<file path="config.mk">
export PLATFORM = sky130hd
export DESIGN_NAME = cfg_req_xmt
export DESIGN_NICKNAME = d
export VERILOG_FILES = /design/src/rtl/cfg_req_xmt.sv
export SDC_FILE = /design/constraint.sdc
export NUM_CORES = 1
export LEC_CHECK = 0
export ABC_CLOCK_PERIOD_IN_PS = 4800
export CAP_MARGIN = 20
export CORE_ASPECT_RATIO = 1.5
export CORE_MARGIN = 2
export CORE_UTILIZATION = 25
export DETAILED_ROUTE_END_ITERATION = 8
export PLACE_DENSITY = 0.68
export SLEW_MARGIN = 20
export SYNTH_ARGS = -nofsm -noshare
export SYNTH_HDL_FRONTEND = slang
export SYNTH_SLANG_ARGS = --single-unit
</file>
<file path="constraint.sdc">
create_clock -name core_clk -period 4.8 [get_ports core_clk]
set_input_delay 0.48 -clock core_clk [delete_from_list [all_inputs] [get_ports core_clk]]
set_output_delay 0.48 -clock core_clk [all_outputs]
set_load 0.05 [all_outputs]
</file>
<file path="src/rtl/cfg_req_xmt.sv">
// Config-request BFM: sends one CfgRd0/CfgWr0 at a time as a 1-DW TLP on client0, returns one response; CFG_REQ_TIMEOUT_EN adds a completion timeout.
// Latency: header one cycle after the request handshake, write data one beat later; response one cycle after the deciding completion flag.
// Backpressure: req_ready only in IDLE; xadm_client0_halt freezes the pending beat and every client0 output.
`ifndef DT_WD
`define DT_WD 63
`endif

module cfg_req_xmt #(
  parameter int unsigned TIMEOUT_CYC = 4096
) (
  input  logic               core_clk,
  input  logic               core_rst_n,
  input  logic [15:0]        rc_bdf,
  input  logic [15:0]        ep_bdf,
  input  logic               req_valid,
  output logic               req_ready,
  input  logic               req_wr,
  input  logic [9:0]         req_reg,
  input  logic [3:0]         req_be,
  input  logic [31:0]        req_wdata,
  output logic               client0_tlp_hv,
  output logic               client0_tlp_dv,
  output logic               client0_tlp_eot,
  output logic [`DT_WD:0]    client0_tlp_data,
  output logic [1:0]         client0_tlp_fmt,
  output logic [4:0]         client0_tlp_type,
  output logic [2:0]         client0_tlp_tc,
  output logic [2:0]         client0_tlp_attr,
  output logic [9:0]         client0_tlp_tid,
  output logic [15:0]        client0_req_id,
  output logic               client0_tlp_func_num,
  output logic [63:0]        client0_tlp_addr,
  output logic [12:0]        client0_tlp_byte_len,
  output logic [3:0]         client0_tlp_first_be,
  output logic [3:0]         client0_tlp_last_be,
  output logic               client0_tlp_td,
  output logic               client0_tlp_ep,
  input  logic               xadm_client0_halt,
  input  logic               cpl_flag,
  input  logic               cpl_status,
  input  logic               cpld_flag,
  input  logic               cpld_status,
  input  logic [`DT_WD:0]    cpld_data,
  input  logic [1:0]         cpld_data_vld,
  output logic               rsp_valid,
  output logic [1:0]         rsp_status,
  output logic [31:0]        rsp_rdata
);

  localparam logic [2:0] ST_IDLE      = 3'd0;
  localparam logic [2:0] ST_HDR       = 3'd1;
  localparam logic [2:0] ST_DATA      = 3'd2;
  localparam logic [2:0] ST_WAIT_CPL  = 3'd3;
  localparam logic [2:0] ST_WAIT_DATA = 3'd4;
  localparam logic [2:0] ST_RESP      = 3'd5;

  localparam logic [1:0] RSP_OK  = 2'b00;
  localparam logic [1:0] RSP_BAD = 2'b01;
  localparam logic [1:0] RSP_TMO = 2'b10;

  localparam logic [4:0] TYPE_CFG0 = 5'b00100;

  typedef struct packed {
    logic        wr;
    logic [9:0]  reg_num;
    logic [3:0]  be;
    logic [31:0] wdata;
    logic [15:0] ep_bdf;
    logic [15:0] rc_bdf;
    logic [7:0]  tag;
  } req_t;

  logic [2:0]  state;
  logic [2:0]  state_nxt;
  req_t        req_q;
  logic [7:0]  tag_cnt;
  logic [1:0]  rsp_status_q;
  logic [31:0] rsp_rdata_q;

  logic        req_acc;
  logic        hdr_acc;
  logic        dat_acc;
  logic        last_acc;
  logic        waiting;
  logic        tmo_hit;
  logic        wr_ok;
  logic        rd_ok;
  logic        any_flag;

  logic        rsp_set;
  logic [1:0]  rsp_status_nxt;
  logic [31:0] rsp_rdata_nxt;

  assign req_acc  = (state == ST_IDLE) && req_valid;
  assign hdr_acc  = (state == ST_HDR) && !xadm_client0_halt;
  assign dat_acc  = (state == ST_DATA) && !xadm_client0_halt;
  assign last_acc = (hdr_acc && !req_q.wr) || dat_acc;
  assign waiting  = (state == ST_WAIT_CPL) || (state == ST_WAIT_DATA);

  assign wr_ok    = cpl_flag && cpl_status;
  assign rd_ok    = cpld_flag && cpld_status;
  assign any_flag = cpl_flag || cpld_flag;

`ifdef CFG_REQ_TIMEOUT_EN
  localparam logic [16:0] TMO_LAST = 17'(TIMEOUT_CYC - 1);

  // Holds the number of cycles elapsed since the last beat was accepted.
  logic [15:0] tmo_cnt;

  always_ff @(posedge core_clk or negedge core_rst_n) begin
    if (!core_rst_n) begin
      tmo_cnt <= '0;
    end else if (last_acc) begin
      tmo_cnt <= 16'd1;
    end else if (waiting) begin
      tmo_cnt <= tmo_cnt + 16'd1;
    end
  end

  assign tmo_hit = waiting && ({1'b0, tmo_cnt} >= TMO_LAST);
`else
  assign tmo_hit = 1'b0;
`endif

  // A completion flag seen in the expiry cycle takes precedence over the timeout.
  always_comb begin
    state_nxt      = state;
    rsp_set        = 1'b0;
    rsp_status_nxt = RSP_OK;
    rsp_rdata_nxt  = '0;
    case (state)
      ST_IDLE: begin
        if (req_valid) state_nxt = ST_HDR;
      end
      ST_HDR: begin
        if (!xadm_client0_halt) state_nxt = req_q.wr ? ST_DATA : ST_WAIT_CPL;
      end
      ST_DATA: begin
        if (!xadm_client0_halt) state_nxt = ST_WAIT_CPL;
      end
      ST_WAIT_CPL: begin
        if (any_flag) begin
          if (req_q.wr) begin
            rsp_set        = 1'b1;
            rsp_status_nxt = wr_ok ? RSP_OK : RSP_BAD;
            state_nxt      = ST_RESP;
          end else if (rd_ok) begin
            if (cpld_data_vld[0]) begin
              rsp_set       = 1'b1;
              rsp_rdata_nxt = cpld_data[31:0];
              state_nxt     = ST_RESP;
            end else begin
              state_nxt = ST_WAIT_DATA;
            end
          end else begin
            rsp_set        = 1'b1;
            rsp_status_nxt = RSP_BAD;
            state_nxt      = ST_RESP;
          end
        end else if (tmo_hit) begin
          rsp_set        = 1'b1;
          rsp_status_nxt = RSP_TMO;
          state_nxt      = ST_RESP;
        end
      end
      ST_WAIT_DATA: begin
        if (cpld_data_vld[0]) begin
          rsp_set       = 1'b1;
          rsp_rdata_nxt = cpld_data[31:0];
          state_nxt     = ST_RESP;
        end else if (tmo_hit) begin
          rsp_set        = 1'b1;
          rsp_status_nxt = RSP_TMO;
          state_nxt      = ST_RESP;
        end
      end
      ST_RESP: begin
        state_nxt = ST_IDLE;
      end
      default: begin
        state_nxt = ST_IDLE;
      end
    endcase
  end

  always_ff @(posedge core_clk or negedge core_rst_n) begin
    if (!core_rst_n) begin
      state        <= ST_IDLE;
      req_q        <= '0;
      tag_cnt      <= '0;
      rsp_status_q <= '0;
      rsp_rdata_q  <= '0;
    end else begin
      state <= state_nxt;
      if (req_acc) begin
        req_q.wr      <= req_wr;
        req_q.reg_num <= req_reg;
        req_q.be      <= req_be;
        req_q.wdata   <= req_wdata;
        req_q.ep_bdf  <= ep_bdf;
        req_q.rc_bdf  <= rc_bdf;
        req_q.tag     <= tag_cnt;
      end
      if (hdr_acc) tag_cnt <= tag_cnt + 8'd1;
      if (rsp_set) begin
        rsp_status_q <= rsp_status_nxt;
        rsp_rdata_q  <= rsp_rdata_nxt;
      end
    end
  end

  // Outputs decode from registered state only, so a halt leaves them frozen.
  assign req_ready            = (state == ST_IDLE);
  assign client0_tlp_hv       = (state == ST_HDR);
  assign client0_tlp_dv       = (state == ST_DATA);
  assign client0_tlp_eot      = (client0_tlp_hv && !req_q.wr) || client0_tlp_dv;
  assign client0_tlp_data     = client0_tlp_dv ? {{(`DT_WD-31){1'b0}}, req_q.wdata} : '0;
  assign client0_tlp_fmt      = (client0_tlp_hv && req_q.wr) ? 2'b10 : 2'b00;
  assign client0_tlp_type     = client0_tlp_hv ? TYPE_CFG0 : 5'b00000;
  assign client0_tlp_tc       = 3'b000;
  assign client0_tlp_attr     = 3'b000;
  assign client0_tlp_tid      = client0_tlp_hv ? {2'b00, req_q.tag} : 10'd0;
  assign client0_req_id       = client0_tlp_hv ? req_q.rc_bdf : 16'd0;
  assign client0_tlp_func_num = 1'b0;
  assign client0_tlp_addr     = client0_tlp_hv ?
                                {32'h0, req_q.ep_bdf, 4'h0, req_q.reg_num, 2'b00} : 64'd0;
  assign client0_tlp_byte_len = client0_tlp_hv ? 13'd4 : 13'd0;
  assign client0_tlp_first_be = client0_tlp_hv ? req_q.be : 4'h0;
  assign client0_tlp_last_be  = 4'h0;
  assign client0_tlp_td       = 1'b0;
  assign client0_tlp_ep       = 1'b0;

  assign rsp_valid  = (state == ST_RESP);
  assign rsp_status = rsp_valid ? rsp_status_q : 2'b00;
  assign rsp_rdata  = rsp_valid ? rsp_rdata_q : 32'd0;

  logic unused_cpld_bits;
  assign unused_cpld_bits = ^{cpld_data[`DT_WD:32], cpld_data_vld[1]};

endmodule

</file>
==> results of run 1 <==
synthesized netlist by cell type, types with 2 or more instances:
cell type,instances,area (sq um)
sky130_fd_sc_hd__inv_1,2,7.51
sky130_fd_sc_hd__xnor2_1,5,43.8
sky130_fd_sc_hd__nand4_1,2,12.5
sky130_fd_sc_hd__nand3b_1,2,15.0
sky130_fd_sc_hd__buf_6,4,45.0
sky130_fd_sc_hd__dfrtp_1,131,3280
sky130_fd_sc_hd__nor3b_1,2,15.0
sky130_fd_sc_hd__xor2_1,2,17.5
sky130_fd_sc_hd__buf_4,105,788
sky130_fd_sc_hd__a22o_1,32,280
sky130_fd_sc_hd__o21ai_0,5,25.0
sky130_fd_sc_hd__and2_1,121,757
sky130_fd_sc_hd__nor2_1,6,22.5
sky130_fd_sc_hd__buf_2,17,85.1
sky130_fd_sc_hd__clkbuf_1,10,37.5
sky130_fd_sc_hd__nand2_1,3,11.3
sky130_fd_sc_hd__nand3_1,3,15.0
sky130_fd_sc_hd__or2_2,2,12.5
sky130_fd_sc_hd__mux2_4,18,270
sky130_fd_sc_hd__a21oi_1,3,15.0
sky130_fd_sc_hd__mux2_2,69,777
worst max-delay path, stage by stage, from the launching register on:
cell and delay [ps]:
sky130_fd_sc_hd__dfrtp_1 690, sky130_fd_sc_hd__nor3b_2 690, sky130_fd_sc_hd__buf_4 390, sky130_fd_sc_hd__and2_1 170, sky130_fd_sc_hd__clkdlybuf4s50_1 830
worst max path at each step:
stage                                      end  slack (ps)
after floorplan             client0_tlp_fmt[1]        2150
after global placement    client0_tlp_data[18]        1440
after detailed placement   client0_tlp_data[3]        1450
after CTS                  client0_tlp_data[3]         960
after global routing       client0_tlp_data[3]         840
final                     client0_tlp_data[17]        1110
stage by stage:
stage	cell area, sq um	utilization [%]	setup WS, ps	power, uW
floorplan	7080	-	2150	4430
global placement	9070	34.4	1440	5360
detailed placement	9070	34.4	1450	5420
CTS	9720	36.8	959	6910
global route	9750	36.9	836	7200
finish	9750	36.9	1110	6820
sequential cells by signal, summed over array words and instances, names as in the netlist:
register      cells
tag_cnt           8
rsp_rdata_q      32
state             3
req_q            87
rsp_status_q      1
layer usage:
layer / up-vias / GRT usage (%) / wire (um)
met2: 242 / 21.0 / 8780
met4: 0 / 4.82 / 250
met3: 17 / 4.34 / 1410
met1: 2220 / 13.5 / 6400
li1: 2157 / - / -
met5: - / 0 / 0
cells by family (layout without fill, tap and decap cells):
kind of cell / Yosys count / count (layout) / synth area share, %
AND/OR/NAND/NOR: 150 / 150 / 14.1
buffers and inverters: 139 / 288 / 14.4
flip-flops: 131 / 131 / 48.9
multiplexers: 87 / 87 / 15.6
AO/OA/AOI/OAI: 47 / 47 / 5.70
XOR/XNOR: 7 / 7 / 0.915
adder cells (fa/ha/maj): 1 / 1 / 0.187
other: 1 / 103 / 0.0560
layout make-up:
| cell class | instances | area [sq um] | area share (%) |
|---|---|---|---|
| flip-flops and latches | 131 | 3280 | 33.6 |
| repair buffers | 253 | 2540 | 26.0 |
| inverters | 3 | 11.3 | 0.116 |
| well taps | 337 | 422 | 4.33 |
| clock buffers | 19 | 443 | 4.54 |
| clock inverters | 13 | 208 | 2.13 |
| multi-input cells | 395 | 2850 | 29.2 |
report_power, final:
| part | switching [uW] | internal [uW] | total [uW] |
|---|---|---|---|
| clock network | 510 | 935 | 1440 |
| registers | 294 | 1610 | 1910 |
| logic | 2100 | 1370 | 3470 |
==> results by stage, run 1 <==
Outcome:
- The flow ran to the end, and the final reports show no timing, DRC or antenna violations.

Setup path:
- The required time at the worst-slack endpoint is 4320 ps.
- The launch point of the worst reg-to-reg path is state[1].
- The worst register-to-register path has a depth of 5.
- The critical path data arrival time is 3210 ps.
- Of all nets on the critical path, the largest fanout is 27.
- The critical path launch point is state[1].
- The worst setup path is captured at a primary output.
- The worst setup slack for register-to-register paths is about 2300 ps.
- The worst setup path is of the flip-flop to primary output kind.
- STA classifies the critical path startpoint as a flip-flop.
- The reg-to-reg critical path endpoint is req_q[3].

Floorplan:
- The core outline area is 0.0264 sq mm.
- The die outline width is ~140 um.
- The initial cell density of the core is between 20% and 30%.
- The floorplan has 73 rows.
- The die covers between 0.02 and 0.03 sq mm.
- The die is between 200 and 250 um tall.
- The total I/O pin count is ~380.

STA:
- The sum of negative setup slack is 0 ps.
- After layout, the worst path uses 76.9% of the clock period.
- The total of endpoints with negative setup slack in the final report is 0.
- The timing-limited maximum frequency is ~270 MHz.
- Across the routed clock network, the largest skew measured is roughly 9.4 ps.
- The number of hold violations in the final report was 0.
- The headroom to the max-slew limit is around 42%.
- At the pin with the least slew margin, the transition time is just under 900 ps.
- The max-slew violation count is 0.
- The worst hold slack is roughly 100 ps.
- Setup repair after global routing left no endpoint under its margin.
- The final period demand of the worst path is 3690 ps.

Placed design:
- At the end of routability-driven placement, the weighted congestion stood at roughly 0.73.
- The count of placed standard cells including taps is 1118.
- The number of I/O port buffers is 246.
- After legalization and detailed placement, the total HPWL measured about 12000 um.

Clock network:
- The number of H-tree branching levels is 4.
- The later-pin clock latency in the skew report is about 420 ps.
- TritonCTS built the clock tree.
- The total of hold buffers inserted after clock tree synthesis is 0.
- The tree is rooted in a sky130_fd_sc_hd__clkbuf_16.
- The clock slew at the register clock pins of the worst setup and hold paths is 60 ps.
- Counting along the longest clock path gives a buffer depth of 2.
- The number of clock buffers inserted by TritonCTS is 17.
- After clock tree synthesis, the setup repair step added 0 buffers.
- The clock net in this run drives a total of 131 sinks.
- The number of gates given a new drive strength after cts is 0.

Detailed routing:
- In the final routed layout, each cell accounts on average for roughly 15 um.
- After detailed routing, the total wire length is approximately 17000 um.
- The routed layout has 4636 vias.
- The count of antenna-violating nets left after detailed routing is 0.
- Dividing the detail-routed via count by the number of cells gives around 4.0.
- In the routed design, unresolved DRC markers number 0.
- The first TritonRoute pass finished after 4 iterations.
- For this block, the initial DRC count from the detailed router was around 100.

Job:
- The reported max-cap violation count is 0.

Global routing:
- The number of global-route vias before repair is about 4700.
- The first global-routing pass estimated between 20000 and 30000 um of wire.
- The maximum number of pins on one net before global-route repair is between 80 and 90.
- The initial antenna violation count is 0.
- The sum of overflow across all layers after global routing is 0.
- Global routing used 12.2% of the available tracks across all layers.

Synthesis:
- Of the synthesized area, sequential elements account for between 40% and 50%.
- Averaged over all synthesized cells, the footprint is 11.9 sq um.
- Counting every instance in the synthesized netlist gives 563.
- Counting flops with an async set or reset pin after synthesis yields a share of 100%.
- The count of cell types in the netlist is 40.
- Among all flip-flop cells after synthesis, the most frequent one is sky130_fd_sc_hd__dfrtp_1.
- Yosys mapped a number of flops with a built-in enable equal to 0.
- The mapped netlist covers roughly 0.0067 sq mm.
- Synthesis inferred around 130 register bits.
- The Yosys step of the flow raised 0 warnings.

Layout:
- In the layout the commonest cells are 245 x sky130_fd_sc_hd__clkdlybuf4s50_1, 131 x sky130_fd_sc_hd__dfrtp_1, 120 x sky130_fd_sc_hd__and2_1, 103 x sky130_fd_sc_hd__conb_1, 69 x sky130_fd_sc_hd__mux2_2.
- From synthesis to final layout, the design area changed by 45.5%.
- 0 antenna diodes ended up in the layout.
- Leaving out fill and tap cells, the most frequent cell in the layout is sky130_fd_sc_hd__clkdlybuf4s50_1.
- The count of non-filler cells in the finished layout is 1151.
- The share of final-layout standard cells stronger than drive strength 1 is between 10% and 20%.
- The net count of the finished layout is about 960.
- Counting the fill cells in the layout gives 2604.

Power and ir drop:
- In this run the power density over the cells is approximately 700 mW/mm^2.
- The leakage power of the design is 0.00422 uW.
- IR analysis of the VDD net gives a maximum drop of roughly 0.30 mV.

Min path:
- The type of the most critical hold path is input port to async pin.
Power figures use the tool's default switching activity.
==> inputs of run 2 (changes only) <==
--- a/config.mk
+++ b/config.mk
@@ -5,13 +5,13 @@
 export SDC_FILE = /design/constraint.sdc
 export NUM_CORES = 1
 export LEC_CHECK = 0
-export ABC_CLOCK_PERIOD_IN_PS = 4800
+export ABC_CLOCK_PERIOD_IN_PS = 3050
 export CAP_MARGIN = 20
 export CORE_ASPECT_RATIO = 1.5
 export CORE_MARGIN = 2
 export CORE_UTILIZATION = 25
 export DETAILED_ROUTE_END_ITERATION = 8
-export PLACE_DENSITY = 0.68
+export PLACE_DENSITY = 0.7
 export SLEW_MARGIN = 20
 export SYNTH_ARGS = -nofsm -noshare
 export SYNTH_HDL_FRONTEND = slang
==> constraint.sdc (replaced) <==
create_clock -name core_clk -period 3.05 [get_ports core_clk]
set_input_delay 0.305 -clock core_clk [delete_from_list [all_inputs] [get_ports core_clk]]
set_output_delay 0.305 -clock core_clk [all_outputs]
set_load 0.05 [all_outputs]
==> results by stage, run 2 (synthesis gave the netlist of run 1 again) <==
Clock network:
- The total setup buffers inserted after CTS came to 0 (unchanged).
- The clock net sink count is 131 (unchanged).
- The number of H-tree branching levels is 4 (unchanged).
- The master cell of the clock root buffer is sky130_fd_sc_hd__clkbuf_16 (unchanged).
- The clock slew at the register clock pins of the worst setup and hold paths was 60 ps (about the same).
- The number of clock buffers inserted by TritonCTS is 17 (unchanged).
- The later-pin clock latency in the skew report is 430 ps (was 420 ps).
- The clock tree from TritonCTS is yes (unchanged).
- The deepest clock path buffer count came to 2 (unchanged).

Global routing:
- The maximum number of pins on one net before global-route repair is 58 (was 89).
- The sum of overflow across all layers after global routing came to 0 (unchanged).
- The number of global-route vias before repair is 4645 (was 4718).
- The first-pass GRT wire length is 25500 um (was 25800 um).
- The overall fraction of global-route tracks in use is 12.1% (was 12.2%).
- The initial antenna violation count is 0 (unchanged).

Layout:
- The number of nets in the finished design was 960 (was 955).
- Commonest non-fill, non-tap cells in the layout: 131 x sky130_fd_sc_hd__dfrtp_1, 123 x sky130_fd_sc_hd__clkdlybuf4s50_1, 120 x sky130_fd_sc_hd__and2_1, 103 x sky130_fd_sc_hd__conb_1, 69 x sky130_fd_sc_hd__mux2_2 (was 245 x sky130_fd_sc_hd__clkdlybuf4s50_1, 131 x sky130_fd_sc_hd__dfrtp_1, 120 x sky130_fd_sc_hd__and2_1, 103 x sky130_fd_sc_hd__conb_1, 69 x sky130_fd_sc_hd__mux2_2).
- The share of final-layout standard cells stronger than drive strength 1 is 25.6% (was 16.8%).
- The relative area change from synthesis to final layout is 54.9% (was 45.5%).
- The core occupancy in the finished layout is 39.3% (was 36.9%).
- The leading cell type in the layout, fill and taps excluded is sky130_fd_sc_hd__dfrtp_1 (was sky130_fd_sc_hd__clkdlybuf4s50_1).
- The most flop-heavy register is req_q (unchanged).
- The multi-input combinational cell area was 0.00285 sq mm (about the same).
- The number of filler cells placed in the layout is 2511 (was 2604).
- The footprint of the flip-flops and latches is 0.00328 sq mm (unchanged).
- Top flop regs: req_q (87), rsp_rdata_q (32), tag_cnt (8) (unchanged).
- The number of flip-flops under the largest register name is 87 (unchanged).

Detailed routing:
- The remaining design rule violation count is 0 (unchanged).
- The total wire length is 17100 um (was 16800 um).
- The count of TritonRoute iterations in the first routing pass is 4 (unchanged).
- The wire length per cell is 14.8 um (was 14.6 um).
- The count of vias placed by the detailed router came to 4690 (was 4636).
- The count of antenna-violating nets left after detailed routing is 0 (unchanged).
- The initial detailed-routing violation count is 112 (was 104).
- The via count normalized by instance count is 4.05 (was 4.03).

Setup path:
- The worst setup slack for register-to-register paths is 940 ps (was 2260 ps).
- CP cell instances: inv_2, nor3_2, buf_12, clkdlybuf4s50_1 (was nor3b_2, buf_4, and2_1, clkdlybuf4s50_1).
- The highest fanout seen on the critical path came to 57 (was 27).
- The kind of launch point of the worst setup path is a flip-flop (unchanged).
- The required time at the worst-slack endpoint came to 2740 ps (was 4320 ps).
- The cell at the slowest stage of the critical path is sky130_fd_sc_hd__clkdlybuf4s50_1 (unchanged).
- The kind of critical path is flip-flop to primary output (unchanged).
- The kind of capture point of the worst setup path was a primary output (unchanged).
- The critical path data arrival time is 2510 ps (was 3210 ps).
- The delay contributed by the slowest stage of the critical path is 850 ps (was 830 ps).

STA:
- RSZ-0062 raised after global routing: no (unchanged).
- The final period demand of the worst path is 2810 ps.
- The headroom to the max-slew limit is 63.9% (was 42.2%).
- The worst hold slack came to 389 ps (was 105 ps).
- The sum of negative setup slack is 0 ps (unchanged).
- The number of hold violations in the final report is 0 (unchanged).
- The transition time of the tightest slew-check pin came to 540 ps (was 868 ps).
- The total of endpoints with negative setup slack in the final report is 0 (unchanged).
- The post-route clock skew is 11.0 ps (was 9.39 ps).
- The max-slew violation count is 0 (unchanged).
- Static timing analysis puts the maximum clock frequency at between 300 and 400 MHz.
- Of the available clock period, the critical path in the final layout requires 92.1%.

Power and ir drop:
- The maximum resistive drop on vdd is 0.467 mV (was 0.298 mV).
- The leakage power of the design is 0.00533 uW (was 0.00422 uW).
- The power density relative to cell area came to 1030 mW/mm^2 (was 699 mW/mm^2).

Placed design:
- The number of I/O port buffers is 246 (unchanged).
- The estimated wirelength of the detail-placed design is 12200 um (was 12000 um).
- The routability congestion estimate from global placement is 0.745 (was 0.733).

Min path:
- The type of the most critical hold path is input port to async pin (unchanged).

Job:
- The reported max-cap violation count came to 0 (unchanged).

Floorplan:
- The die outline width is 138 um (unchanged).
- The core outline area came to 0.0264 sq mm (unchanged).
- The total I/O pin count is 383 (unchanged).
- The initial cell density of the core was 25.4% (unchanged).
- The area enclosed by the die boundary is 0.0281 sq mm (unchanged).
- The die outline height is 204 um (unchanged).
- The standard-cell row count is 73 (unchanged).

Outcome:
- Outcome: finished, final reports clean (unchanged).
## run 2: cell types whose count changed in the layout (fill, tap and decap cells not counted), moves of 2 or more
cell                              previous run  this run
sky130_fd_sc_hd__buf_12                      0        58
sky130_fd_sc_hd__clkbuf_8                    1         3
sky130_fd_sc_hd__buf_4                       6        22
sky130_fd_sc_hd__dlymetal6s2s_1              0        53
sky130_fd_sc_hd__clkdlybuf4s50_1           245       123
sky130_fd_sc_hd__bufinv_16                   5         1
sky130_fd_sc_hd__clkinv_2                    2         4
## run 2: power by group
part / switching, uW / internal, uW / leakage, uW / total (uW)
clock network: 798 / 1180 / 0.000274 / 1980
logic: 3400 / 2310 / 0.00343 / 5720
registers: 404 / 2540 / 0.00163 / 2940
## run 2: area by class of cell
class / instances / share of cell area [%]
Inverter: 3 / 0.109
Timing Repair Buffer: 258 / 31.2
Sequential cell: 131 / 31.6
Multi-Input combinational cell: 395 / 27.4
Antenna cell: 1 / 0.0241
Clock inverter: 12 / 1.02
Tap cell: 337 / 4.06
Clock buffer: 20 / 4.50
## run 2: metrics by stage
stage,cell area (sq um),worst slack (ps),power (uW),std cells
2_1_floorplan,7080,572,6980,665
3_3_place_gp,9660,502,8700,1123
3_5_place_dp,9660,516,8790,1123
4_1_cts,10200,36.7,10800,1156
5_1_grt,10400,87.7,11200,1156
6_report,10400,239,10600,1157
## run 2: path summary, 6_finish.rpt
check / from / to / depth (start not counted)
max in group asynchronous: core_rst_n / req_q[10] / 3
worst max-delay path: state[0] / client0_tlp_type[2] / 4
worst min-delay path: core_rst_n / rsp_rdata_q[7] / 2
worst max register to register: state[2] / req_q[84] / 5
worst min register to register: tag_cnt[7] / tag_cnt[7] / 1
min in group core_clk: req_wr / req_q[86] / 3
## run 2: worst max-delay path, delay by kind of cell (launching register included)
family / cells / cell delay (ps)
buf+inv: 3 / 1220
flops: 1 / 570
simple gates: 1 / 250
## run 2: what timing repair did
item | 4_1_cts | 5_1_grt
setup endpoints to repair | 0 | 53
hold buffers | 1 | 0
resized for setup | 0 | 53
hold endpoints to repair | 50 | 0
## run 2: routing by layer
| metal | vias up | global-route usage [%] | share of wire (%) | wire length, um |
|---|---|---|---|---|
| met2 | 256 | 20.8 | 53 | 8990 |
| met4 | 0 | 4.90 | 2.0 | 335 |
| met1 | 2254 | 13.1 | 36 | 6140 |
| li1 | 2161 | - | - | - |
| met5 | - | 0 | 0 | 0 |
| met3 | 19 | 4.76 | 9.6 | 1640 |
==> inputs of run 3 (changes only) <==
--- a/config.mk
+++ b/config.mk
@@ -7,11 +7,13 @@
 export LEC_CHECK = 0
 export ABC_CLOCK_PERIOD_IN_PS = 3050
 export CAP_MARGIN = 20
+export CELL_PAD_IN_SITES_DETAIL_PLACEMENT = 0
+export CELL_PAD_IN_SITES_GLOBAL_PLACEMENT = 1
 export CORE_ASPECT_RATIO = 1.5
-export CORE_MARGIN = 2
+export CORE_MARGIN = 10
 export CORE_UTILIZATION = 25
 export DETAILED_ROUTE_END_ITERATION = 8
-export PLACE_DENSITY = 0.7
+export PLACE_DENSITY = 0.86
 export SLEW_MARGIN = 20
 export SYNTH_ARGS = -nofsm -noshare
 export SYNTH_HDL_FRONTEND = slang
==> results by stage, run 3 (synthesis gave the netlist of run 1 again) <==
Outcome:
- Outcome: finished, final reports clean (unchanged).

Power and ir drop:
- The power density relative to cell area is 1100 mW/mm^2 (was 1030 mW/mm^2).
- The leakage power of the design is 0.00525 uW (was 0.00533 uW).
- The maximum resistive drop on vdd was 0.617 mV (was 0.467 mV).

Setup path:
- The kind of capture point of the worst setup path was a primary output (unchanged).
- The kind of launch point of the worst setup path is a flip-flop (unchanged).
- The kind of critical path is flip-flop to primary output (unchanged).
- The required time at the worst-slack endpoint is 2740 ps (about the same).
- The critical path data arrival time is 2530 ps (was 2510 ps).
- The highest fanout seen on the critical path is 34 (was 57).

Global routing:
- The first-pass GRT wire length is 30000 um (was 25500 um).
- The overall fraction of global-route tracks in use is 11.3% (was 12.1%).
- The initial antenna violation count was 2 (was 0).
- The sum of overflow across all layers after global routing was 0 (unchanged).
- The maximum number of pins on one net before global-route repair came to 77 (was 58).
- The number of global-route vias before repair is 5281 (was 4645).

STA:
- The final critical-path setup slack is 219 ps (was 239 ps).
- The headroom to the max-slew limit came to 49.6% (was 63.9%).
- The post-route clock skew was 8.17 ps (was 11.0 ps).
- The max-slew violation count is 0 (unchanged).
- The number of hold violations in the final report is 0 (unchanged).
- The final period demand of the worst path is 2830 ps (was 2810 ps).
- The sum of negative setup slack is 0 ps (unchanged).
- The timing-limited maximum frequency is 353 MHz (was 356 MHz).
- The final period utilization is 92.8% (was 92.1%).
- RSZ-0062 raised after global routing: no (unchanged).
- The total of endpoints with negative setup slack in the final report is 0 (unchanged).
- The transition time of the tightest slew-check pin came to 756 ps (was 540 ps).

Detailed routing:
- The via count normalized by instance count is 4.11 (was 4.05).
- The initial detailed-routing violation count is 192 (was 112).
- The total wire length came to 19900 um (was 17100 um).
- The remaining design rule violation count is 0 (unchanged).
- The count of antenna-violating nets left after detailed routing is 0 (unchanged).
- The wire length per cell came to 17.2 um (was 14.8 um).
- The count of vias placed by the detailed router was 4768 (was 4690).
- The count of TritonRoute iterations in the first routing pass came to 4 (unchanged).

Layout:
- The relative area change from synthesis to final layout is 49.4% (was 54.9%).
- Commonest non-fill, non-tap cells in the layout: 131 x sky130_fd_sc_hd__dfrtp_1, 121 x sky130_fd_sc_hd__clkdlybuf4s50_1, 120 x sky130_fd_sc_hd__and2_1, 103 x sky130_fd_sc_hd__conb_1, 70 x sky130_fd_sc_hd__buf_4 (was 131 x sky130_fd_sc_hd__dfrtp_1, 123 x sky130_fd_sc_hd__clkdlybuf4s50_1, 120 x sky130_fd_sc_hd__and2_1, 103 x sky130_fd_sc_hd__conb_1, 69 x sky130_fd_sc_hd__mux2_2).
- The most flop-heavy register is req_q (unchanged).
- The share of final-layout standard cells stronger than drive strength 1 was 27.0% (was 25.6%).
- The number of flip-flops under the largest register name is 87 (unchanged).
- Top flop regs: req_q (87), rsp_rdata_q (32), tag_cnt (8) (unchanged).
- The number of nets in the finished design was 960 (unchanged).
- The leading cell type in the layout, fill and taps excluded is sky130_fd_sc_hd__dfrtp_1 (unchanged).

Floorplan:
- The area enclosed by the die boundary came to 0.0339 sq mm (was 0.0281 sq mm).
- The initial cell density of the core is 25.3% (was 25.4%).
- The total I/O pin count is 383 (unchanged).
- The die outline width is 154 um (was 138 um).
- The standard-cell row count is 73 (unchanged).
- The core outline area is 0.0265 sq mm (was 0.0264 sq mm).
- The die outline height is 220 um (was 204 um).

Clock network:
- The clock net sink count is 131 (unchanged).
- The clock tree from TritonCTS was yes (unchanged).
- The master cell of the clock root buffer is sky130_fd_sc_hd__clkbuf_16 (unchanged).
- The deepest clock path buffer count came to 2 (unchanged).
- The number of clock buffers inserted by TritonCTS is 17 (unchanged).
- The clock slew at the register clock pins of the worst setup and hold paths is 60 ps (about the same).
- The later-pin clock latency in the skew report was 420 ps (was 430 ps).
- The number of H-tree branching levels was 4 (unchanged).

Placed design:
- The worst slack after detailed placement is 489 ps (was 516 ps).
- The number of I/O port buffers is 246 (unchanged).
- The routability congestion estimate from global placement is 0.780 (was 0.745).
- The estimated wirelength of the detail-placed design is 15100 um (was 12200 um).

Min path:
- The type of the most critical hold path is input port to flip-flop (was input port to async pin).

Job:
- The reported max-cap violation count was 0 (unchanged).
-- run 3: power by group --
group | leakage [uW] | total (uW) | switching (uW) | internal, uW
Clock | 0.000334 | 2430 | 790 | 1640
Sequential | 0.00163 | 3000 | 467 | 2540
Combinational | 0.00329 | 5540 | 3400 | 2150
-- run 3: metrics by stage --
stage	cell area, sq um	util [%]	total power [uW]	hold WS [ps]	cells
6_report	10000	37.8	11000	448	1159
5_1_grt	10000	37.8	11600	461	1158
4_1_cts	9890	37.3	11100	418	1156
3_5_place_dp	9180	34.7	8650	398	1123
3_3_place_gp	9180	34.7	8540	396	1123
2_1_floorplan	7080	-	6980	9.41	665
-- run 3: final timing paths --
path / start / end / slack [ps] / cells past startpoint
min reg2reg: tag_cnt[7] / tag_cnt[7] / 470 / 1
max reg2reg: state[1] / req_q[38] / 840 / 4
min: req_wr / req_q[86] / 450 / 3
min in group asynchronous: core_rst_n / req_q[64] / 480 / 2
max in group asynchronous: core_rst_n / req_q[35] / 1770 / 3
max: state[2] / rsp_valid / 220 / 3
-- run 3: cell type report --
cell class | instances | area, sq um
Sequential cell | 131 | 3280
Fill cell | 2581 | 16500
Clock inverter | 13 | 253
Clock buffer | 19 | 443
Multi-Input combinational cell | 395 | 2850
Antenna cell | 3 | 7.51
Tap cell | 337 | 422
Inverter | 3 | 11.3
Timing Repair Buffer | 258 | 2740
-- run 3: repair_timing --
action,in CTS,in global routing
gates resized for setup,0,43
buffers inserted,0,0
endpoints found under the hold margin,73,0
hold buffers,1,0
setup endpoints to repair,0,43
-- run 3: critical path: stages (launching register included) --
cell and delay (ps):
sky130_fd_sc_hd__dfrtp_1 630, sky130_fd_sc_hd__nor3b_4 250, sky130_fd_sc_hd__buf_4 320, sky130_fd_sc_hd__clkdlybuf4s50_1 880
-- run 3: metal layers --
layer | global-route usage [%] | part of all wire (%) | wire, um
met5 | 0 | 0 | 0
met4 | 4.14 | 1.6 | 309
met1 | 11.8 | 38 | 7540
met3 | 5.34 | 9.4 | 1870
met2 | 19.3 | 51 | 10200
